File: config.mk
export PLATFORM = sky130hd
export DESIGN_NAME = fetch_decode_queue
export DESIGN_NICKNAME = d
export VERILOG_FILES = /design/src/rtl/fetch_decode_queue.sv
export SDC_FILE = /design/constraint.sdc
export NUM_CORES = 1
export LEC_CHECK = 0
export ABC_CLOCK_PERIOD_IN_PS = 3200
export CAP_MARGIN = 20
export CORE_UTILIZATION = 28
export CTS_CLUSTER_DIAMETER = 150
export CTS_CLUSTER_SIZE = 10
export DETAILED_ROUTE_END_ITERATION = 8
export MAX_ROUTING_LAYER = met4
export SYNTH_ARGS = -nofsm -noshare
export SYNTH_HDL_FRONTEND = slang
export SYNTH_SLANG_ARGS = --single-unit
File: constraint.sdc
create_clock -name clk -period 3.2 [get_ports clk]
set_input_delay 0.48 -clock clk [delete_from_list [all_inputs] [get_ports clk]]
set_output_delay 0.48 -clock clk [all_outputs]
set_load 0.02 [all_outputs]
File: src/rtl/fetch_decode_queue.sv
// Small FIFO decoupling fetch_unit from decode: captures (pc, instr) each cycle,
// presents the head with valid/ready, and holds fetch via keep when full.
//
// state | meaning
// BOOT  | fetch is loading the reset vector; nothing captured, nothing presented
// RUN   | normal capture/drain; left only through reset
module fetch_decode_queue #(
    parameter int DEPTH = 2,
    parameter int AW    = 1
) (
    input  logic          clk,
    input  logic          rst_signal,
    input  logic [31:0]   fetch_pc,
    input  logic [31:0]   fetch_instr,
    input  logic          fetch_extend,
    input  logic          flush,
    output logic          keep,
    input  logic          dec_ready,
    output logic          dec_valid,
    output logic [31:0]   dec_pc,
    output logic [31:0]   dec_pc4,
    output logic [31:0]   dec_instr,
    output logic [AW:0]   count
);

    typedef enum logic {
        BOOT = 1'b0,
        RUN  = 1'b1
    } state_t;

    localparam logic [AW:0] DEPTH_C = (AW+1)'(DEPTH);

    state_t        state;
    state_t        state_next;
    logic [AW-1:0] rd_ptr;
    logic [AW-1:0] wr_ptr;
    logic [31:0]   mem_pc    [DEPTH];
    logic [31:0]   mem_instr [DEPTH];
    logic          full;
    logic          next_run;
    logic          push;
    logic          pop;

    always_ff @(posedge clk or negedge rst_signal) begin
        if (!rst_signal) begin
            state <= BOOT;
        end else begin
            state <= state_next;
        end
    end

    always_comb begin
        state_next = state;
        next_run   = 1'b0;
        keep       = 1'b0;
        push       = 1'b0;
        pop        = 1'b0;
        case (state)
            BOOT: begin
                if (!fetch_extend) begin
                    state_next = RUN;
                    next_run   = 1'b1;
                end
            end
            RUN: begin
                next_run = 1'b1;
                keep     = full && !fetch_extend;
                pop      = dec_valid && dec_ready && !flush;
            end
            default: state_next = BOOT;
        endcase
        // A full queue refuses the word even when popping; fetch re-presents it.
        push = next_run && !fetch_extend && !flush && !full;
    end

    assign full = (count == DEPTH_C);

    always_ff @(posedge clk or negedge rst_signal) begin
        if (!rst_signal) begin
            rd_ptr <= '0;
            wr_ptr <= '0;
            count  <= '0;
        end else if (flush) begin
            rd_ptr <= '0;
            wr_ptr <= '0;
            count  <= '0;
        end else begin
            if (push) begin
                wr_ptr <= wr_ptr + 1'b1;
            end
            if (pop) begin
                rd_ptr <= rd_ptr + 1'b1;
            end
            case ({push, pop})
                2'b10:   count <= count + 1'b1;
                2'b01:   count <= count - 1'b1;
                default: count <= count;
            endcase
        end
    end

    always_ff @(posedge clk or negedge rst_signal) begin
        if (!rst_signal) begin
            for (int i = 0; i < DEPTH; i++) begin
                mem_pc[i]    <= '0;
                mem_instr[i] <= '0;
            end
        end else if (push) begin
            mem_pc[wr_ptr]    <= fetch_pc;
            mem_instr[wr_ptr] <= fetch_instr;
        end
    end

    assign dec_valid = (state == RUN) && (count != '0);
    assign dec_pc    = mem_pc[rd_ptr];
    assign dec_pc4   = dec_pc + 32'd4;
    assign dec_instr = dec_valid ? mem_instr[rd_ptr] : 32'h0000_0000;

endmodule
=== Word level (Yosys, flattened, before mapping) ===
Cells that the tools add are included.

* $add $sub $neg: 5
* $lt $le $gt $ge: 3
* Eq/ne operators: 3
* Mux-type cells: 22
* Bitwise gates (word level): 3
* Reduce and logical (&&, ||, !) cells: 15

{| class="wikitable"
|+ Operator list
! operator !! number
|-
| two-way mux 32 bit || 8
|-
| bitwise mux 64 bit || 2
|-
| adder 32 x 3 -> 32 bit, second input constant || 1
|-
| demux 32 bit (select 1 bit) || 1
|-
| logical AND 1 bit || 8
|-
| two-way mux 1 bit || 8
|-
| nonzero test 2 bit || 3
|-
| == test 2 bit, second input constant || 2
|-
| >= comparator 2 bit, second input constant || 2
|-
| NOT 1 -> 2 bit || 2
|-
| one-hot mux 2 bit (2 select lines) || 1
|-
| logical NOT 1 bit || 3
|-
| nonzero test 3 bit || 1
|-
| adder 1 bit, second input constant || 2
|-
| adder 2 x 1 -> 2 bit, second input constant || 1
|-
| == test 2 x 1 -> 1 bit, second input constant || 1
|-
| less-than comparator 2 x 1 -> 1 bit, second input constant || 1
|-
| two-way mux 2 bit || 1
|-
| one-hot mux 1 bit (2 select lines) || 1
|-
| subtractor 2 x 1 -> 2 bit, second input constant || 1
|-
| NOT 1 bit || 1
|}

* Bits in registers: 133
* Input port bits: 69
* Output and inout port bits: 100

=== Logic depth before layout (Yosys ltp) ===
* Depth in word-level cells: 8
* Depth in mapped cells: 14

=== Least setup slack after synthesis ===
No wires, ideal clock.

* Kind: reg-to-output
* Start point: reg rd_ptr
* End point: out dec_pc4[22]
* Arrival time: 3.116 ns
* Setup slack: -0.396 ns
* Stages on the path, launching flop included: 15
* Path buffers: 6
* Cells stage by stage: dfrtp_1 > buf_6 > buf_6 > buf_2 > buf_2 > buf_2 > mux2i_1 > inv_1 > ha_1 > inv_1 > a211oi_2 > and2_1 > clkbuf_1 > nand4_1 > xnor2_1

* Cells in the longest elaborated chain, start to end: 5

{| class="wikitable"
|+ Ends and longest elaborated chain
! item !! line !! RTL
|-
| start, declared || 35 || <nowiki>logic [AW-1:0] rd_ptr;</nowiki>
|-
| start signal, assigned || 92 || <nowiki>rd_ptr <= rd_ptr + 1'b1;</nowiki>
|-
| NOT 1 -> 2 bit (implied by the code) || 115 || <nowiki>assign dec_pc = mem_pc[rd_ptr];</nowiki>
|-
| two-way mux 32 bit (implied by the code) (3 in series) || 115 ||
|-
| net dec_pc[2] || 20 || <nowiki>output logic [31:0] dec_pc,</nowiki>
|-
| adder 32 x 3 -> 32 bit || 116 || <nowiki>assign dec_pc4 = dec_pc + 32'd4;</nowiki>
|-
| end, declared || 21 || <nowiki>output logic [31:0] dec_pc4,</nowiki>
|}

The timed path passes the listed nets, and every way through them passes these cells. The select of a mux whose other input is x is not followed.

=== Final worst setup path ===
* Start point: reg rd_ptr
* End point: out dec_pc4[25]

* Cells in the longest elaborated chain, start to end: 5

{| class="wikitable"
|+ Ends and longest elaborated chain
! item !! line
|-
| NOT 1 -> 2 bit (implied by the code) || 115
|-
| two-way mux 32 bit (implied by the code) (3 in series) || 115
|-
| adder 32 x 3 -> 32 bit || 116
|}

Every way passes these cells. The select of a mux whose other input is x is not followed.

==> results.sh <==
export IMPL_diodes=0
export IMPL_ys_seq_area_share_pct=49.1
export IMPL_finalCoreUtilization_pct=42.0
export IMPL_fin_crit_ps=3120
export IMPL_routed_wl_um=16900
export IMPL_grt_max_degree=73
export IMPL_setup_viol=0
export IMPL_cp_max_fo=7
export IMPL_maxCapViolations=0
export IMPL_slew_violations=0
export IMPL_hold_violations=0
export IMPL_die_h_um=158
export IMPL_status="completed"
export IMPL_synthCells=527
export IMPL_drcViolationCount=0
export IMPL_required_ps=2720
export IMPL_fp_dieArea_mm2=0.0249
export IMPL_max_vdd_ir_drop_v=0.000327
export IMPL_pwr_density_cell_mw_per_mm2=666
export IMPL_crit_slowest_cell="dfrtp_4"
export IMPL_viasPerCell=4.51
export IMPL_drive_gt1_share_pct=38.7
export IMPL_crit_buf_inv=3
export IMPL_synth_edf_count=0
export IMPL_htree_num_levels=4
export IMPL_cts_buffers=17
export IMPL_relSlewSlack_pct=53.4
export IMPL_worst_setup_hold_path_clk_slew_ps=60
export IMPL_async_flop_share_pct=100
export IMPL_path_cells="buf_6 > mux2i_2 > buf_4 > a221oi_4 > nand3_4 > nor4_4 > xor2_1 > buf_4"
export IMPL_multi_input_area_mm2=0.00341
export IMPL_power_frac_seq_pct=35.7
export IMPL_port_buffers=168
export IMPL_p_sw_mw=2.05
export IMPL_rsz0062_at_grt="yes"
export IMPL_power_internal_mw=4.55
export IMPL_core_mm2=0.0236
export IMPL_crit_path_start_kind="flip-flop"
export IMPL_p_clk_share_pct=31.5
export IMPL_cts_root_buffer="clkbuf_16"
export IMPL_cp_top_family="simple AND/OR/NAND/NOR gates"
export IMPL_vias=4802
export IMPL_syn2layout_area_growth_pct=46.0
export IMPL_nets=803
export IMPL_initial_core_util_pct=28.7
export IMPL_rows=56
export IMPL_drtAntennaViolNets=0
export IMPL_post_route_period_util_pct=97.5
export IMPL_io_pins=169
export IMPL_grt_pass1_wl_um=27000
export IMPL_clockBufferDepth=2
export IMPL_grt_overflow=0
export IMPL_cpMostUsedCell="buf_4"
export IMPL_yosys_area_top_type="dfrtp_1"
export IMPL_first_pass_iters=6
export IMPL_gp_congestion=0.772
export IMPL_synth_area_top_cells="dfrtp_1 49%, mux2_2 24%, mux2i_1 6.2%"
export IMPL_swShare_pct=31.1
export IMPL_synth_area_mm2=0.00679
export IMPL_synth_cell_types=46
export IMPL_final_setup_skew_ps=4.46
export IMPL_max_freq_mhz=320
export IMPL_clk_latency_ps=410
export IMPL_avgSynthCellArea_um2=12.9
export IMPL_power_frac_comb_pct=32.7
export IMPL_final_seq_area_mm2=0.00333
export IMPL_dp_cells=1016
export IMPL_cts_tree="done"
export IMPL_yosys_most_used_dff="dfrtp_1"
export IMPL_synth_top_area_share_pct=49.1
export IMPL_stdcell_count=1065
export IMPL_grt_pass1_vias=5003
export IMPL_yosys_register_bits=133
export IMPL_die_w_um=158
export IMPL_crit_type="reg2out"
export IMPL_crit_path_max_incr_delay_ps=560
export IMPL_fill_cells=2242
export IMPL_grt_usage_pct=14.5
export IMPL_end_kind="output pin"
export IMPL_drt_wirelength_per_cell_um=15.9
export IMPL_worst_hold_path_type="in2async"
export IMPL_drt_iter0_drc=154
export IMPL_tightest_slew_ps=699
export IMPL_power_leakage_nw=4.08
export IMPL_clock_sinks=133
export IMPL_syn_num_nets=597
export IMPL_hpwl_um=11400
export IMPL_antenna_found_initial=0
export IMPL_worstPathArrival_ps=2640
export IMPL_synth_warnings=0
-- power groups by stage --
stage | combinational, mW | sequential [mW] | clock [mW]
after CTS | 2.16 | 2.36 | 2.15
after global placement | 2.16 | 2.38 | 0
final | 2.16 | 2.36 | 2.08
after floorplan | 1.31 | 2.32 | 0
after detailed placement | 2.17 | 2.38 | 0
after global routing | 2.33 | 2.42 | 2.22
-- registers in the layout, indices dropped and copies added (netlist names) --
register and flops:
wr_ptr 1, count 2, rd_ptr 1, state 1
mem_pc 64, mem_instr 64
-- logic make-up (layout without fill, tap and decap cells) --
group | after synthesis | in the layout | synth area share, %
flip-flops | 133 | 133 | 49.1
XOR/XNOR | 28 | 28 | 3.61
buffers and inverters | 47 | 266 | 3.61
multiplexers | 190 | 190 | 30.8
adder cells (fa/ha/maj) | 1 | 1 | 0.184
AO/OA/AOI/OAI | 26 | 26 | 3.21
AND/OR/NAND/NOR | 102 | 102 | 9.53
-- layer usage --
metal | share of wire (%) | track usage (%) | wire (µm)
met3 | 5.6 | 3.50 | 951
met4 | 1.2 | 4.48 | 208
met2 | 47 | 23.1 | 7940
met1 | 46 | 18.1 | 7790
met5 | 0 | - | 0
-- final timing paths --
check                              start       endpoint  slack (ps)  depth (start not counted)
setup / recovery                  rd_ptr    dec_pc4[25]          80                          8
hold / removal                rst_signal     mem_pc[39]          80                          1
setup reg to reg                count[1]   mem_instr[0]        1180                          4
hold reg to reg            mem_instr[39]  mem_instr[39]         490                          1
max in group asynchronous     rst_signal  mem_instr[33]        2310                          2
min in group clk           mem_instr[39]  mem_instr[39]         490                          1
-- cells in the final DEF, fill, tap and decap left out, types with 2 or more instances in the layout --
cell,count
a211oi_4,3
a21o_1,2
a21oi_1,5
a31oi_1,2
and2_4,2
buf_12,6
buf_2,7
buf_4,49
buf_6,4
bufinv_16,4
clkbuf_16,18
clkbuf_2,4
clkdlybuf4s50_1,143
clkinv_2,4
clkinv_4,3
clkinvlp_4,2
dfrtp_1,132
dlygate4sd2_1,4
inv_1,14
mux2_1,5
mux2_2,141
mux2i_1,40
mux2i_2,3
nand2_1,14
nand3_1,11
nand3_4,3
nand4_1,6
nand4b_4,5
nor2_1,41
nor2b_1,3
nor3_2,2
nor4_4,4
o21ai_0,7
xnor2_1,13
xnor2_2,6
xor2_1,5
xor2_2,4
-- cell usage after synthesis, drive strengths merged, types with 2 or more instances --
cell type / n
and3: 2
mux2: 147
a21o: 2
mux2i: 43
nor4: 5
buf: 27
xor2: 9
xnor2: 19
nand4: 7
and2: 2
nor2: 42
clkbuf: 5
nand4b: 5
a21oi: 6
o21ai: 8
nor3: 3
inv: 15
nand3: 14
dfrtp: 133
nand2: 14
a211oi: 3
a31oi: 2
nor2b: 3
-- area by class of cell --
| cell class | count | area share (%) |
|---|---|---|
| multi-input cells | 347 | 34.4 |
| flip-flops and latches | 133 | 33.6 |
| repair buffers | 219 | 21.1 |
| clock buffers | 19 | 4.47 |
| well taps | 319 | 4.03 |
| clock inverters | 13 | 1.83 |
| inverters | 15 | 0.568 |
-- what timing repair did --
item | in CTS | in global routing
pin swaps | 1 | 13
setup buffers | 4 | 12
setup endpoints to repair | 24 | 19
cloned | 0 | 1
endpoints found under the hold margin | 0 | 0
hold buffers | 0 | 0
resized for setup | 75 | 38
-- through the flow --
step / power, mW / TNS [ps] / cell area, µm² / setup WS, ps / hold slack [ps]
after global placement: 4.55 / 0 / 9100 / 7.89 / 468
after CTS: 6.66 / 0 / 9820 / 0.857 / 105
after floorplan: 3.62 / -127 / 6880 / -55.7 / 184
after global routing: 6.97 / -158 / 9910 / -52.1 / 135
after detailed placement: 4.56 / -37.5 / 9100 / -24.1 / 475
final: 6.60 / 0 / 9910 / 79.3 / 77.7
-- worst register-to-register path, stage by stage (launching register included) --
cell	delay [ps]
dfrtp_1	450
nor2b_1	250
nor4b_2	500
buf_12	310
mux2_2	390
Power figures use the tool's default switching activity.
